## src/rtl/if_stage.sv

```systemverilog
// -----------------------------------------------------------------------------
// if_stage -- instruction-fetch stage of the MIPS core.
//
// Owns the program counter and fetches one instruction at a time from
// instruction memory over a request/valid handshake. The fetched word is held
// for the decoder/datapath until the consumer signals completion, at which
// point the next PC is chosen (jump, taken branch or sequential).
//
// Configuration macro:
//   IF_STAGE_RETIRE_CNT_EN  defined   -> retire_cnt counts completed instrs
//                           undefined -> retire_cnt is constant 0, no register
//
// Ports:
//   clk          in   1  clock, rising edge
//   rstn         in   1  asynchronous active-low reset
//   imem_req     out  1  one-cycle fetch request
//   imem_addr    out 32  fetch address (current pc)
//   imem_rvalid  in   1  fetch data valid
//   imem_rdata   in  32  fetched instruction word
//   instr        out 32  held instruction
//   instr_pc     out 32  address of the held instruction
//   instr_valid  out  1  held instruction is valid and stable
//   instr_ready  in   1  consumer completed instr this cycle
//   pc_sel       in   2  decoder PC_sel (2'b01 = branch)
//   is_jump      in   2  decoder IsJump (2'b01 = j)
//   br_cond      in   1  branch condition true
//   retire_cnt   out 32  completed instruction count
// -----------------------------------------------------------------------------
module if_stage #(
  parameter logic [31:0] RESET_PC = 32'h0000_3000
) (
  input  logic        clk,
  input  logic        rstn,
  output logic        imem_req,
  output logic [31:0] imem_addr,
  input  logic        imem_rvalid,
  input  logic [31:0] imem_rdata,
  output logic [31:0] instr,
  output logic [31:0] instr_pc,
  output logic        instr_valid,
  input  logic        instr_ready,
  input  logic [1:0]  pc_sel,
  input  logic [1:0]  is_jump,
  input  logic        br_cond,
  output logic [31:0] retire_cnt
);

  typedef enum logic [1:0] {
    S_FETCH = 2'd0,
    S_WAIT  = 2'd1,
    S_HOLD  = 2'd2
  } state_e;

  state_e      state_q, state_d;
  logic [31:0] pc_q, pc_d;
  logic [31:0] instr_q, instr_d;
  logic [31:0] instr_pc_q, instr_pc_d;
  logic        valid_q, valid_d;

  logic [31:0] pc4_s;
  logic [31:0] br_off_s;
  logic [31:0] npc_s;

  // Next-PC selection from the held instruction; jump has priority over branch,
  // and any reserved encoding falls through to sequential.
  always_comb begin
    pc4_s    = instr_pc_q + 32'd4;
    br_off_s = {{14{instr_q[15]}}, instr_q[15:0], 2'b00};
    npc_s    = pc4_s;
    if (is_jump == 2'b01) begin
      npc_s = {pc4_s[31:28], instr_q[25:0], 2'b00};
    end else if ((pc_sel == 2'b01) && br_cond) begin
      npc_s = pc4_s + br_off_s;
    end else begin
      npc_s = pc4_s;
    end
  end

  // Fetch FSM next-state and datapath register updates.
  always_comb begin
    state_d    = state_q;
    pc_d       = pc_q;
    instr_d    = instr_q;
    instr_pc_d = instr_pc_q;
    valid_d    = valid_q;
    case (state_q)
      S_FETCH: begin
        state_d = S_WAIT;
      end
      S_WAIT: begin
        if (imem_rvalid) begin
          instr_d    = imem_rdata;
          instr_pc_d = pc_q;
          valid_d    = 1'b1;
          state_d    = S_HOLD;
        end else begin
          state_d = S_WAIT;
        end
      end
      S_HOLD: begin
        if (instr_ready) begin
          pc_d    = npc_s;
          valid_d = 1'b0;
          state_d = S_FETCH;
        end else begin
          state_d = S_HOLD;
        end
      end
      default: begin
        valid_d = 1'b0;
        state_d = S_FETCH;
      end
    endcase
  end

  // State and datapath registers.
  always_ff @(posedge clk or negedge rstn) begin
    if (!rstn) begin
      state_q    <= S_FETCH;
      pc_q       <= RESET_PC;
      instr_q    <= 32'd0;
      instr_pc_q <= 32'd0;
      valid_q    <= 1'b0;
    end else begin
      state_q    <= state_d;
      pc_q       <= pc_d;
      instr_q    <= instr_d;
      instr_pc_q <= instr_pc_d;
      valid_q    <= valid_d;
    end
  end

  // The FSM resets into FETCH, so the request is qualified with rstn to keep
  // it low while reset is asserted and high in the first cycle after release.
  assign imem_req    = rstn & (state_q == S_FETCH);
  assign imem_addr   = pc_q;
  assign instr       = instr_q;
  assign instr_pc    = instr_pc_q;
  assign instr_valid = valid_q;

`ifdef IF_STAGE_RETIRE_CNT_EN
  logic [31:0] retire_q;
  logic        retire_fire_s;

  assign retire_fire_s = (state_q == S_HOLD) & instr_ready;

  // Completed-instruction counter; wraps naturally at 2^32.
  always_ff @(posedge clk or negedge rstn) begin
    if (!rstn) begin
      retire_q <= 32'd0;
    end else if (retire_fire_s) begin
      retire_q <= retire_q + 32'd1;
    end else begin
      retire_q <= retire_q;
    end
  end

  assign retire_cnt = retire_q;
`else
  assign retire_cnt = 32'd0;
`endif

endmodule
```

## config.mk

```make
export PLATFORM = sky130hd
export DESIGN_NAME = if_stage
export DESIGN_NICKNAME = d
export VERILOG_FILES = /design/src/rtl/if_stage.sv
export SDC_FILE = /design/constraint.sdc
export NUM_CORES = 1
export LEC_CHECK = 0
export ABC_AREA = 1
export ABC_CLOCK_PERIOD_IN_PS = 2500
export BUFFER_PORTS_ARGS = -buffer_cell sky130_fd_sc_hd__buf_2
export CAP_MARGIN = 5
export CORE_MARGIN = 8
export CORE_UTILIZATION = 40
export CTS_BUF_LIST = sky130_fd_sc_hd__clkbuf_4
export CTS_CLUSTER_SIZE = 24
export DETAILED_ROUTE_END_ITERATION = 7
export GPL_TIMING_DRIVEN = 0
export MAX_ROUTING_LAYER = met4
export SYNTH_ARGS = -nofsm -noshare
export SYNTH_HDL_FRONTEND = slang
export SYNTH_SLANG_ARGS = --single-unit
export TNS_END_PERCENT = 50
```

## constraint.sdc

```tcl
create_clock -name clk -period 2.5 [get_ports clk]
set_input_delay 0.25 -clock clk [delete_from_list [all_inputs] [get_ports clk]]
set_output_delay 0.25 -clock clk [all_outputs]
set_load 0.05 [all_outputs]
```

# Word-level counts from Yosys, hierarchy flattened

Index checks and enable logic that the tools add are counted.

Register bits: 99
Output and inout port bits: 130
Logic and storage cells: 28

Mux-type cells: 8
Bitwise gates (word level): 2
Reductions and logical operators: 5
Equality and inequality tests: 6
$add $sub $neg: 2

Operators with widths:

| cell                  | count |
|---|---|
| $mux 32               | 2 |
| $add 32x3->32 const B | 1 |
| $add 32x32->32        | 1 |
| $eq 2x1->1 const B    | 3 |
| $pmux 2 s3            | 1 |
| $mux 2                | 2 |
| $ne 2x2->1 const B    | 2 |
| $reduce_and 2->1      | 2 |
| $pmux 1 s3            | 1 |
| $reduce_and 3->1      | 1 |
| $eq 2x2->1 const B    | 1 |
| $logic_not 2->1       | 1 |
| $mux 1                | 2 |
| $and 1x1->1           | 1 |
| $logic_and 1x1->1     | 1 |
| $not 1->1             | 1 |

# Logic depth before layout (Yosys ltp)

Depth after elaboration: 4
Gate-level depth with buffers: 23

# Least setup slack after synthesis

No wires, ideal clock.

Path kind: reg-to-reg
Start: register instr_pc_q[2], in the netlist instr_pc[2]
End: register pc_q[27], in the netlist imem_addr[27]
Clock period less this slack: 2931 ps
Slack: -431 ps
Cell stages (with the launch flop): 21
Arrival time: 2813 ps
Buffers on the path: 0
Cell sequence: dfrtp_1 ha_1 inv_1 nor2_4 nand2_4 nor2_4 nand3_1 nand2_1 nand2_1 ha_1 nand2_1 nor2_1 inv_1 nor3_1 nand2_1 nand3_1 nand2_1 nand3_1 nand2_1 nand2_1 nand2_1

Cells in the longest elaborated chain, start to end: 4

Ends and longest elaborated chain:

| item                     | line | RTL |
|---|---|---|
| start: declaration       | 57   | `logic [31:0] instr_pc_q, instr_pc_d;` |
| start signal: assignment | 128  | `instr_pc_q <= instr_pc_d;` |
| $add 32x3->32 *          | 67   | `pc4_s = instr_pc_q + 32'd4;` |
| $add 32x32->32           | 73   | `npc_s = pc4_s + br_off_s;` |
| $mux 32 *                | 72   | `end else if ((pc_sel == 2'b01) && br_cond) begin` |
| $mux 32 *                | 70   | `if (is_jump == 2'b01) begin` |
| end signal: assignment   | 126  | `pc_q <= pc_d;` |
| end: declaration         | 55   | `logic [31:0] pc_q, pc_d;` |

Mark *: on every way between the ends. The rest lies on a longest branch, timed or not.
A chain may end at the register's enable or synchronous reset.

# Worst setup path after layout

Start: register instr_pc_q[2], in the netlist instr_pc[2]
End: register pc_q[21], in the netlist imem_addr[21]

The elaborated chain is that of the path after synthesis.

==> impl_metrics.toml <==
[timing]
hold_violations = 0
slew_violations = 0
rsz0062_at_grt = "true"
whs_ns = 0.0224
timing.final.crit_share = 1.13
fin_skew_ns = 0.0297
finalSetupViolCount = 25
fmax_mhz = 354
worst_slack_ns = -0.324
worst_pin_slew_ns = 0.755
tns_ns = -6.03
min_period_ns = 2.82
slew_headroom = 0.497

[critical_path]
start_kind = "register"
reg2regPathDepth = 20
critPathKind = "reg -> reg"
critical_path_depth = 20
crit_slowest_cell = "dfrtp_4"
critPathMaxStageDelay_ns = 0.57
arrival_ns = 3.21
crit_fanout = 6
cp.required_ns = 2.89
cp_top_family = "simple AND/OR/NAND/NOR gates"
crit_path_cell_trace = "inv_4 -> nor2_4 -> nand2_4 -> nor2_4 -> inv_1 -> nor2_2 -> or2_2 -> and2_4 -> ha_4 -> nand2_4 -> nor2_4 -> inv_1 -> nor2_2 -> nand3b_1 -> nand3_1 -> nand2_1 -> nand3_1 -> nand2_2 -> nand2_1 -> nand2_1"
endpoint_kind = "register"
path_buf_inv = 3

[flow_run]
cap_violations = 0

[detailed_routing]
via_per_inst = 4.81
wl_per_cell_um = 16.8
drtIter0Drc = 493
antenna_left = 0
via_count = 8443
drt_pass1_iterations = 5
route.final.wire_length_um = 29500
drc = 0

[run_status]
failed_checks = "setup timing"
status = "finished, violations left"

[logic_synthesis]
async_flop_share = 1.00
synth_cells = 1218
ys_seq_area_frac = 0.319
ys.flop_type = "dfrtp_1"
yosys_warnings = 0
yosysUniqueCellTypes = 42
syn_area_um2 = 7770
ys_seq_elements = 99
synth.avg_cell_area_um2 = 6.38
synth_edf_count = 0

[cts]
cts_tree = "done"
h-tree-depth = 3
cts-root-buf = "clkbuf_4"
clock-sinks = 99
clk_latency_ns = 0.50
clk_pin_slew_ns = 0.18
clockBufferDepth = 2
numCtsBuffers = 9

[grt]
grt_overflow = 0
grt_pass1_wl_um = 45200
antenna_found_initial = 2
track_usage = 0.249
grt_max_degree = 70
grt_pass1_vias = 8268

[floorplanning]
die_y_um = 155
die_w_um = 155
dieArea_um2 = 24100
core_um2 = 19300
start_util = 0.403
row_count = 51
io_pins = 171

[power_and_ir_drop]
p_leak_nw = 5.72
powerDensity_nw_per_um2 = 1420
power.total_mw = 15.3
vdd_drop_max_uv = 1020

[worst_hold_path]
min_path_type = "in -> reg"
hold_path_depth = 3

[final_layout]
synthToLayoutAreaGrowth_pct = 38.0
final_common_cell = "nand2_1"
layout-drive-gt1-share = 0.310
finalNonFillerCells = 1757
layout_common_cells = "438 x nand2_1, 165 x inv_1, 140 x buf_2, 84 x buf_4, 72 x dfrtp_1"
nNetsFinal = 1564

[placement]
gp_congestion = 0.907
portBuffers = 138
preCtsSetupSlack_ns = -0.592
dp_hpwl_um = 23400
dpl.cell_count = 1653
-- metrics by stage --
step           instance area (um^2)  utilization
3_5_place_dp                   9230        0.479
6_report                      10700        0.556
2_1_floorplan                  8170            -
4_1_cts                       10400        0.538
3_3_place_gp                   9200        0.477
5_1_grt                       10700        0.556
-- flip-flops by register name, summed over array words and instances (netlist names) --
register     cells
instr_valid      1
instr           32
imem_addr       32
instr_pc        32
state_q          2
-- metal layers --
layer / vias to the layer above / part of all wire / GRT usage
met3: 41 / 0.056 / 0.0438
met5: - / 0 / -
met2: 258 / 0.46 / 0.390
li1: 4247 / - / -
met1: 3897 / 0.46 / 0.324
met4: 0 / 0.025 / 0.0762
-- layout make-up --
cell class | instances | area [um^2]
timing repair buffer | 225 | 1460
clock inverter | 7 | 75.1
sequential | 99 | 2520
clock buffer | 9 | 67.6
buffer | 61 | 353
tap | 265 | 332
inverter | 178 | 671
multi-input combinational | 911 | 5250
fill | 1949 | 8550
antenna | 2 | 5.00
-- synthesized netlist by cell type, types with 2 or more instances --
cell type  instances  share of area
nor3_1             7         0.0045
nand2_1          477           0.23
and2_1             2         0.0016
clkbuf_1          26          0.013
and3_1             2         0.0016
dfstp_2            2         0.0068
o211ai_1           4         0.0039
nand3b_1           5         0.0048
ha_1              37          0.060
xor2_1            11          0.012
nor3b_1            3         0.0029
dfrtp_1           97           0.31
nand3_1           68          0.044
o21ai_0           59          0.038
nor2_2             6         0.0048
nand4_1           14          0.011
o21bai_1           3         0.0029
nor2_4             5         0.0072
a31oi_1            2         0.0016
inv_1            174          0.084
o31ai_1            2         0.0019
clkinv_1           2        0.00097
nor2_1            84          0.041
o21ai_1            3         0.0019
or2_2              6         0.0048
xnor2_1            8         0.0090
inv_2              2        0.00097
buf_4             32          0.031
nand2_4            2         0.0029
o22ai_1            3         0.0024
buf_2              3         0.0019
a21oi_1           48          0.031
nand3_2            2         0.0026
nand2_2            9         0.0072
-- worst reg2reg max path, delay by kind of cell, from the launching register on --
family | cells | cell delay [ns]
fa+ha+maj | 1 | 0.29
buf+inv | 3 | 0.25
flops | 1 | 0.57
simple gates | 16 | 1.64
-- where the power goes --
| group | switching [mW] | total (mW) | internal (mW) |
|---|---|---|---|
| combinational | 7.58 | 11.0 | 3.46 |
| clock | 0.597 | 0.909 | 0.312 |
| sequential | 0.948 | 3.31 | 2.36 |
-- worst paths after layout --
| check | to | startpoint | slack [ns] |
|---|---|---|---|
| max in group asynchronous | instr_pc[15] | rstn | 1.56 |
| worst min-delay path | instr[13] | imem_rdata[13] | 0.02 |
| worst max register to register | imem_addr[21] | instr_pc[2] | -0.32 |
| worst max-delay path | imem_addr[21] | instr_pc[2] | -0.32 |
| min in group asynchronous | instr_pc[7] | rstn | 0.22 |
| worst min register to register | state_q[0] | state_q[1] | 0.44 |
-- cells by family after synthesis --
kind of cell / count (synthesis) / synth area share
AOI/OAI and AO/OA: 126 / 0.0856
adders and majority gates: 38 / 0.0621
DFF: 99 / 0.319
buffers and inverters: 239 / 0.131
other: 1 / 0.000482
xor gates and xnor gates: 21 / 0.0256
and+or+nand+nor: 694 / 0.376
-- repair_timing --
| item | CTS | global route |
|---|---|---|
| setup endpoints to repair | 26 | 27 |
| setup buffers | 38 | 15 |
| hold buffers | 33 | 0 |
| resized for setup | 97 | 60 |
| pin swaps | 40 | 33 |
| cloned | 0 | 0 |
| hold endpoints to repair | 63 | 0 |
Power figures use the tool's default switching activity.
